### config.mk
export PLATFORM = sky130hd
export DESIGN_NAME = pwm_decoder
export DESIGN_NICKNAME = d
export VERILOG_FILES = /design/src/rtl/pwm_pkg.sv /design/src/rtl/pwm_edge_sync.sv /design/src/rtl/pwm_decoder.sv
export SDC_FILE = /design/constraint.sdc
export NUM_CORES = 1
export LEC_CHECK = 0
export CAP_MARGIN = 0
export CORE_ASPECT_RATIO = 0.7
export CORE_UTILIZATION = 30
export CTS_CLUSTER_SIZE = 14
export DETAILED_ROUTE_END_ITERATION = 8
export PLACE_DENSITY_LB_ADDON = 0.08
export SYNTH_ARGS = -nofsm -noshare
export SYNTH_HDL_FRONTEND = slang
export SYNTH_SLANG_ARGS = --single-unit
### constraint.sdc
create_clock -name clock -period 4 [get_ports clock]
set_input_delay 0.8 -clock clock [delete_from_list [all_inputs] [get_ports clock]]
set_output_delay 0.8 -clock clock [all_outputs]
set_load 0.005 [all_outputs]
### src/rtl/pwm_pkg.sv
// rtl/pwm_pkg.sv - shared constants and FSM state encoding for the PWM decoder
package pwm_pkg;

    localparam int CNT_W_DEF   = 12;
    localparam int LEVEL_W_DEF = 3;
    localparam int MAX_CNT     = (1 << CNT_W_DEF) - 1;

    typedef logic [1:0] state_t;

    localparam state_t ST_IDLE = 2'd0;
    localparam state_t ST_SYNC = 2'd1;
    localparam state_t ST_HIGH = 2'd2;
    localparam state_t ST_LOW  = 2'd3;

endpackage

### src/rtl/pwm_edge_sync.sv
// rtl/pwm_edge_sync.sv - two-flop synchronizer plus edge register for the PWM line
module pwm_edge_sync (
    input  logic clock,
    input  logic reset,
    input  logic pwm_in,
    output logic level,
    output logic rise,
    output logic fall
);

    logic meta;
    logic sync_q;
    logic sync_d;

    always_ff @(posedge clock) begin
        if (reset) begin
            meta   <= 1'b0;
            sync_q <= 1'b0;
            sync_d <= 1'b0;
        end else begin
            meta   <= pwm_in;
            sync_q <= meta;
            sync_d <= sync_q;
        end
    end

    assign level = sync_q;
    assign rise  = sync_q & ~sync_d;
    assign fall  = ~sync_q & sync_d;

endmodule

### src/rtl/pwm_decoder.sv
// rtl/pwm_decoder.sv - measures PWM period and high time and quantizes duty to a speed level
module pwm_decoder #(
    parameter int CNT_W   = pwm_pkg::CNT_W_DEF,
    parameter int LEVEL_W = pwm_pkg::LEVEL_W_DEF
) (
    input  logic               clock,
    input  logic               reset,
    input  logic               enable,
    input  logic               pwm_in,
    output logic [LEVEL_W-1:0] speed,
    output logic [CNT_W-1:0]   period,
    output logic [CNT_W-1:0]   high_time,
    output logic               valid,
    output logic               timeout
);
    import pwm_pkg::*;

    localparam int QW = CNT_W + 3;
    localparam logic [CNT_W-1:0] CNT_MAX = {CNT_W{1'b1}};

    logic line;
    logic rise;
    logic fall;

    pwm_edge_sync u_edge_sync (
        .clock  (clock),
        .reset  (reset),
        .pwm_in (pwm_in),
        .level  (line),
        .rise   (rise),
        .fall   (fall)
    );

    state_t           state;
    logic [CNT_W-1:0] cnt;
    logic [CNT_W-1:0] hi_cnt;

    // Duty quantizer: level = number of k in 1..7 with 8*hi_cnt >= k*cnt.
    logic [QW-1:0]      hi_x8;
    logic [QW-1:0]      mult [1:7];
    logic [LEVEL_W-1:0] duty_level;

    always_comb begin
        hi_x8   = {hi_cnt, 3'b000};
        mult[1] = {3'b000, cnt};
        mult[2] = mult[1] << 1;
        mult[4] = mult[1] << 2;
        mult[3] = mult[2] + mult[1];
        mult[5] = mult[4] + mult[1];
        mult[6] = mult[4] + mult[2];
        mult[7] = mult[4] + mult[2] + mult[1];
        duty_level = '0;
        for (int k = 1; k <= 7; k++) begin
            if (hi_x8 >= mult[k]) begin
                duty_level = LEVEL_W'(k);
            end
        end
    end

    // A rise that is acted on takes priority over a counter expiry in the same cycle.
    logic rise_taken;
    logic expire;

    always_comb begin
        rise_taken = rise && (state == ST_SYNC || state == ST_LOW);
        expire     = (state != ST_IDLE) && (cnt == CNT_MAX) && !rise_taken;
    end

    always_ff @(posedge clock) begin
        if (reset) begin
            state     <= ST_IDLE;
            cnt       <= '0;
            hi_cnt    <= '0;
            speed     <= '0;
            period    <= '0;
            high_time <= '0;
            valid     <= 1'b0;
            timeout   <= 1'b0;
        end else if (!enable) begin
            state  <= ST_IDLE;
            cnt    <= '0;
            hi_cnt <= '0;
            valid  <= 1'b0;
        end else begin
            valid <= 1'b0;
            if (expire) begin
                timeout <= 1'b1;
                speed   <= line ? {LEVEL_W{1'b1}} : '0;
                cnt     <= '0;
                state   <= ST_SYNC;
            end else begin
                case (state)
                    ST_IDLE: begin
                        cnt   <= '0;
                        state <= ST_SYNC;
                    end
                    ST_SYNC: begin
                        if (rise) begin
                            cnt   <= CNT_W'(1);
                            state <= ST_HIGH;
                        end else begin
                            cnt <= cnt + 1'b1;
                        end
                    end
                    ST_HIGH: begin
                        cnt <= cnt + 1'b1;
                        if (fall) begin
                            hi_cnt <= cnt;
                            state  <= ST_LOW;
                        end
                    end
                    ST_LOW: begin
                        if (rise) begin
                            period    <= cnt;
                            high_time <= hi_cnt;
                            speed     <= duty_level;
                            valid     <= 1'b1;
                            timeout   <= 1'b0;
                            cnt       <= CNT_W'(1);
                            state     <= ST_HIGH;
                        end else begin
                            cnt <= cnt + 1'b1;
                        end
                    end
                    default: state <= ST_IDLE;
                endcase
            end
        end
    end

endmodule

; Yosys cells after proc, flatten, opt, wreduce, memory -nomap -nowiden
; Index checks and enable logic that the tools add are counted.
[op_classes]
n_addsub = 5
order_cmp = 7
n_eq_ne = 8
n_mux = 21
bitwise_logic = 7
n_reduce_logical = 18
[ops]
columns = cell, n
row1 = 15-bit greater-or-equal comparator, 3
row2 = 12-bit one-hot mux with 3 select lines, 1
row3 = 15-bit by 14-bit greater-or-equal comparator with 1-bit output, 2
row4 = 3-bit two-way mux, 8
row5 = 14-bit by 12-bit adder with 15-bit output, 1
row6 = 14-bit by 13-bit adder with 15-bit output, 1
row7 = 15-bit by 12-bit adder with 15-bit output, 1
row8 = 15-bit by 12-bit greater-or-equal comparator with 1-bit output, 1
row9 = 15-bit by 13-bit greater-or-equal comparator with 1-bit output, 1
row10 = 13-bit by 12-bit adder with 14-bit output, 1
row11 = "12-bit by 1-bit adder with 12-bit output, second input constant", 1
row12 = "12-bit == test, second input constant", 1
row13 = 12-bit two-way mux, 1
row14 = 2-bit two-way mux, 4
row15 = 1-bit two-way mux, 6
row16 = 2-bit one-hot mux with 3 select lines, 1
row17 = 3-bit AND reduction, 2
row18 = 2-bit nonzero test, 3
row19 = 1-bit inverter, 5
row20 = "2-bit == test, second input constant", 2
row21 = 2-bit AND reduction, 2
row22 = 4-bit AND reduction, 1
row23 = 2-bit OR reduction, 2
row24 = 4-bit OR reduction, 1
row25 = 11 further kinds, 14
[totals]
ff_bits = 58
input_bits = 4
output_inout_bits = 29
word_cells = 78

; Longest topological paths before layout
[depth]
word_depth = 11
depth_mapped = 23

; Hierarchy
; A second synthesis with hierarchy kept.
[unflattened]
hier_cells = 663
hier_area_um2 = 5381.4
[by_module_without_submodules]
columns = module, n_inst, cells_each, area_per_inst_um2, seq_area_each_um2
row1 = pwm_decoder, 1, 655, 5290.1, 1101.1
row2 = pwm_edge_sync, 1, 8, 91.3, 60.1

; Worst setup path after synthesis
; Ideal clock, no wire load.
[synth_timing]
path_type = flip-flop to flip-flop
startpoint = reg cnt[1]
endpoint = reg speed[2]
arrival_ns = 4.156
required_ns = 3.866
setup_slack_ns = -0.290
stages_incl_launch_ff = 24
path_buffers = 1
period_less_slack_ns = 4.290
path_cell_list = dfxtp_1 -> ha_1 -> buf_4 -> inv_1 -> fa_1 -> nor2b_1 -> o2111ai_1 -> nand3_1 -> nand2_1 -> xnor2_1 -> ha_1 -> a21oi_1 -> nor2b_1 -> a41oi_1 -> o21ai_0 -> o21ai_1 -> xnor2_1 -> ha_1 -> a21o_1 -> a221o_1 -> a211oi_2 -> nand2_1 -> nor3_1 -> o21ai_1
[synth_between]
elab_chain_len = 8
[synth_rtl]
columns = element, line_no
row1 = from (decl), pwm_decoder.sv:35  ; logic [CNT_W-1:0] cnt;
row2 = from (signal assigned), pwm_decoder.sv:102  ; cnt <= cnt + 1'b1;
row3 = from (signal assigned), pwm_decoder.sv:106  ; cnt <= cnt + 1'b1;
row4 = from (signal assigned), pwm_decoder.sv:122  ; cnt <= cnt + 1'b1;
row5 = branches (longest 8 deep; another with 14-bit by 13-bit adder with 15-bit output), --
row6 = to (signal assigned), pwm_decoder.sv:88  ; speed <= line ? {LEVEL_W{1'b1}} : '0;
row7 = to (signal assigned), pwm_decoder.sv:116  ; speed <= duty_level;
row8 = to (decl), pwm_decoder.sv:10  ; output logic [LEVEL_W-1:0] speed,
; Several ways; the timed one is not identified. The select of a mux whose other input is x is not followed.
; A chain may end at the register's enable or synchronous reset.

; Final worst setup path
; Same ends and word-level chain as after synthesis.

==> metrics.cfg <==
[clock_network]
cts_htree_levels = 3
root_buffer = clkbuf_16
clock_path_buffers = 2
numCtsBuffers = 9
tritoncts = yes
clk_latency_ps = 330
clkSinkCount = 58
path_clk_slew_ps = 60

[setup_path]
required_ps = 4200
cp_data_arrival_time_ps = 4440
critPathLaunchType = flop
cp_max_fo = 4
endpoint_kind = flop
critPathKind = flop to flop

[die]
num_rows = 40
dieArea_um2 = 18600
die-height_um = 114
core_um2 = 17400
initial_core_util = 0.311
die_w_um = 163
io_pins = 33

[yosys]
synth_top_area_share = 0.261
yosys.cell_types.count = 60
syn_nets = 775
ys_warn_count = 0
ys_top_cells_by_area = ha_1 (26%), dfxtp_1 (21%), a21oi_1 (6.0%), nand2_1 (5.4%), xnor2_1 (4.4%)
avgSynthCellArea_um2 = 8.28
ys_seq_elements = 58
synth_top_area_cell = ha_1
synth_edf_count = 0
seq_area_frac_synth = 0.214
syn_area_um2 = 5420
synth_cells = 655
ys.flop_type = dfxtp_1
async_flop_share = 0

[final_layout]
area_growth_pct = 32.5
nets = 896
layout.cells.non_filler = 1012
drive_gt1_frac = 0.193
n_antenna_cell = 0
final_util = 0.413
num-fill-cells = 1765
post-route-cell-area_um2 = 7180

[power_and_ir_drop]
switching_share = 0.220
power_frac_seq = 0.400
switching_power_w = 0.000320
p_comb_frac = 0.029
worst_ir_drop_vdd_v = 0.000151
power_leakage_nw = 3.25
power_report.internal_total_w = 0.00113
power_density_nw_per_um2 = 202
pwr-share-clk = 0.571

[hold_path]
hp-class = flop to flop

[routing]
vias = 5049
drt_first_pass_iters = 5
post-route-drc-count = 0
drtAntennaViolNets = 0
wirelength_mm = 17.4
drtIter0Drc = 253
viasPerCell = 4.99
wl_per_cell_um = 17.2

[run]
cap_violations = 0

[global_route]
globalRouteTotalUtil = 0.195
overflow = 0
grt_pass1_vias = 4864
antenna_found_initial = 0
grt_pass1_wl_mm = 27.5
grt_start_max_net_pins = 32

[sta]
relSlewSlack = 0.360
timing.fmax_mhz = 236
setup_viol = 3
fin_ws_ps = -245
fin_crit_sh = 1.06
worstMarginPinSlew_ps = 960
hold_violations = 0
rsz0062_at_grt = yes
slew_viol_final = 0
fin_crit_ps = 4240
clock_skew_ps = 6.97

[placed_design]
port_buffers = 32
placed_cells = 988
place.detailed.hpwl_mm = 13.9
place_area_um2 = 6640
routabilityCongestion = 0.836

[outcome]
status = finished, violations left
violations = setup timing

## stage by stage
stage / total power, W / setup WS [ps] / TNS, ps / hold WS (ps)
2_1_floorplan: 0.000617 / -66.8 / -178 / 414
3_3_place_gp: 0.000635 / -350 / -938 / 430
3_5_place_dp: 0.000635 / -398 / -1150 / 429
4_1_cts: 0.00147 / -208 / -599 / 456
5_1_grt: 0.00150 / -510 / -1390 / 476
6_report: 0.00145 / -245 / -669 / 453
## flip-flops by register name, summed over array words and instances, names as in the netlist
name and cells:
cnt 12, hi_cnt 12, high_time 12, period 12
speed 3, state 2, timeout 1, u_edge_sync.level 1
u_edge_sync.meta 1, u_edge_sync.sync_d 1, valid 1
## placed cells by master (no fill, tap or decap), types with 13 or more instances in the layout
cell             Yosys  routed
a21o_1              21      21
a21oi_1             65      62
buf_4                1      95
clkdlybuf4s50_1      0      32
dfxtp_1             58      55
ha_1               113     110
inv_1               36      34
nand2_1             78      77
nor2_1              54      53
o21ai_1              9      13
xnor2_1             27      23
## cells in the mapped netlist, types with 4 or more instances
cell,count
nor2b_1,12
o21bai_1,6
clkbuf_1,13
and3_1,6
nand4_1,10
o21a_1,7
a21oi_1,65
o21ai_0,16
a211oi_1,7
nor2_1,54
nand2b_1,10
ha_1,113
a31oi_1,4
mux2i_1,12
a21o_1,21
xor2_1,12
xnor2_1,27
nand3_1,12
inv_1,36
nand2_1,78
o2111ai_1,4
o21ai_1,9
dfxtp_1,58
nor3_1,9
## path summary, 6_finish.rpt
path / to / slack (ps) / start / cells past startpoint
max: speed[2]$_SDFFE_PP0P_ / -240 / cnt[1]$_SDFF_PP0_ / 21
max reg2reg: speed[2]$_SDFFE_PP0P_ / -240 / cnt[1]$_SDFF_PP0_ / 21
min reg2reg: high_time[10]$_SDFFE_PP0P_ / 450 / high_time[10]$_SDFFE_PP0P_ / 2
min: high_time[10]$_SDFFE_PP0P_ / 450 / high_time[10]$_SDFFE_PP0P_ / 2
## repair_timing
action | in CTS | in global routing
resized for setup | 14 | 14
hold buffers | 0 | 0
buffers inserted | 3 | 5
pin swaps | 20 | 17
setup endpoints to repair | 3 | 3
## critical path: stages (launching register included)
cell	delay, ps
dfxtp_4	380
clkinvlp_4	150
fa_2	450
nor2b_4	160
o2111ai_4	140
nand3_2	130
nand2_2	70
xnor2_2	150
ha_1	330
a21oi_2	170
nor2b_1	70
a41oi_1	170
o21ai_1	90
o21ai_1	160
xnor2_1	130
ha_1	270
a21o_1	170
a221o_1	300
a211oi_2	280
nand2_1	100
nor3_2	180
o21ai_1	70
## cells by family (layout without fill, tap and decap cells)
family                     after synthesis  in the layout  synth area share
and+or+nand+nor                        201            201             0.171
AOI/OAI and AO/OA                      175            175             0.218
adders and majority gates              116            116             0.272
DFF                                     58             58             0.214
buffers and inverters                   54            180            0.0397
xor gates and xnor gates                39             39            0.0630
muxes                                   12             12            0.0222
## power by group through the flow
stage                     registers [W]  logic (W)  clock network [W]
after global placement         0.000594  0.0000411                  0
after global routing           0.000581  0.0000459           0.000877
after detailed placement       0.000594  0.0000411                  0
final                          0.000581  0.0000421           0.000829
after CTS                      0.000581  0.0000414           0.000852
after floorplan                0.000594  0.0000234                  0
## per-layer routing
layer / vias to the layer above / part of all wire / routed length [µm] / global-route usage
li1: 2612 / - / - / -
met3: 11 / 0.027 / 475 / 0.0293
met2: 71 / 0.39 / 6890 / 0.279
met1: 2355 / 0.57 / 9990 / 0.306
met5: - / 0 / 0 / 0
met4: 0 / 0.0050 / 88 / 0.0262
## final cells by class
class,instances,area [µm²],share of cell area
clock inverters,5,58.8,0.00819
clock buffers,11,264,0.0367
inverters,37,143,0.0199
well taps,231,289,0.0402
repair buffers,127,1030,0.144
flip-flops and latches,58,1170,0.162
multi-input cells,543,4230,0.589
No activity file was read; power rests on OpenSTA's default activity.
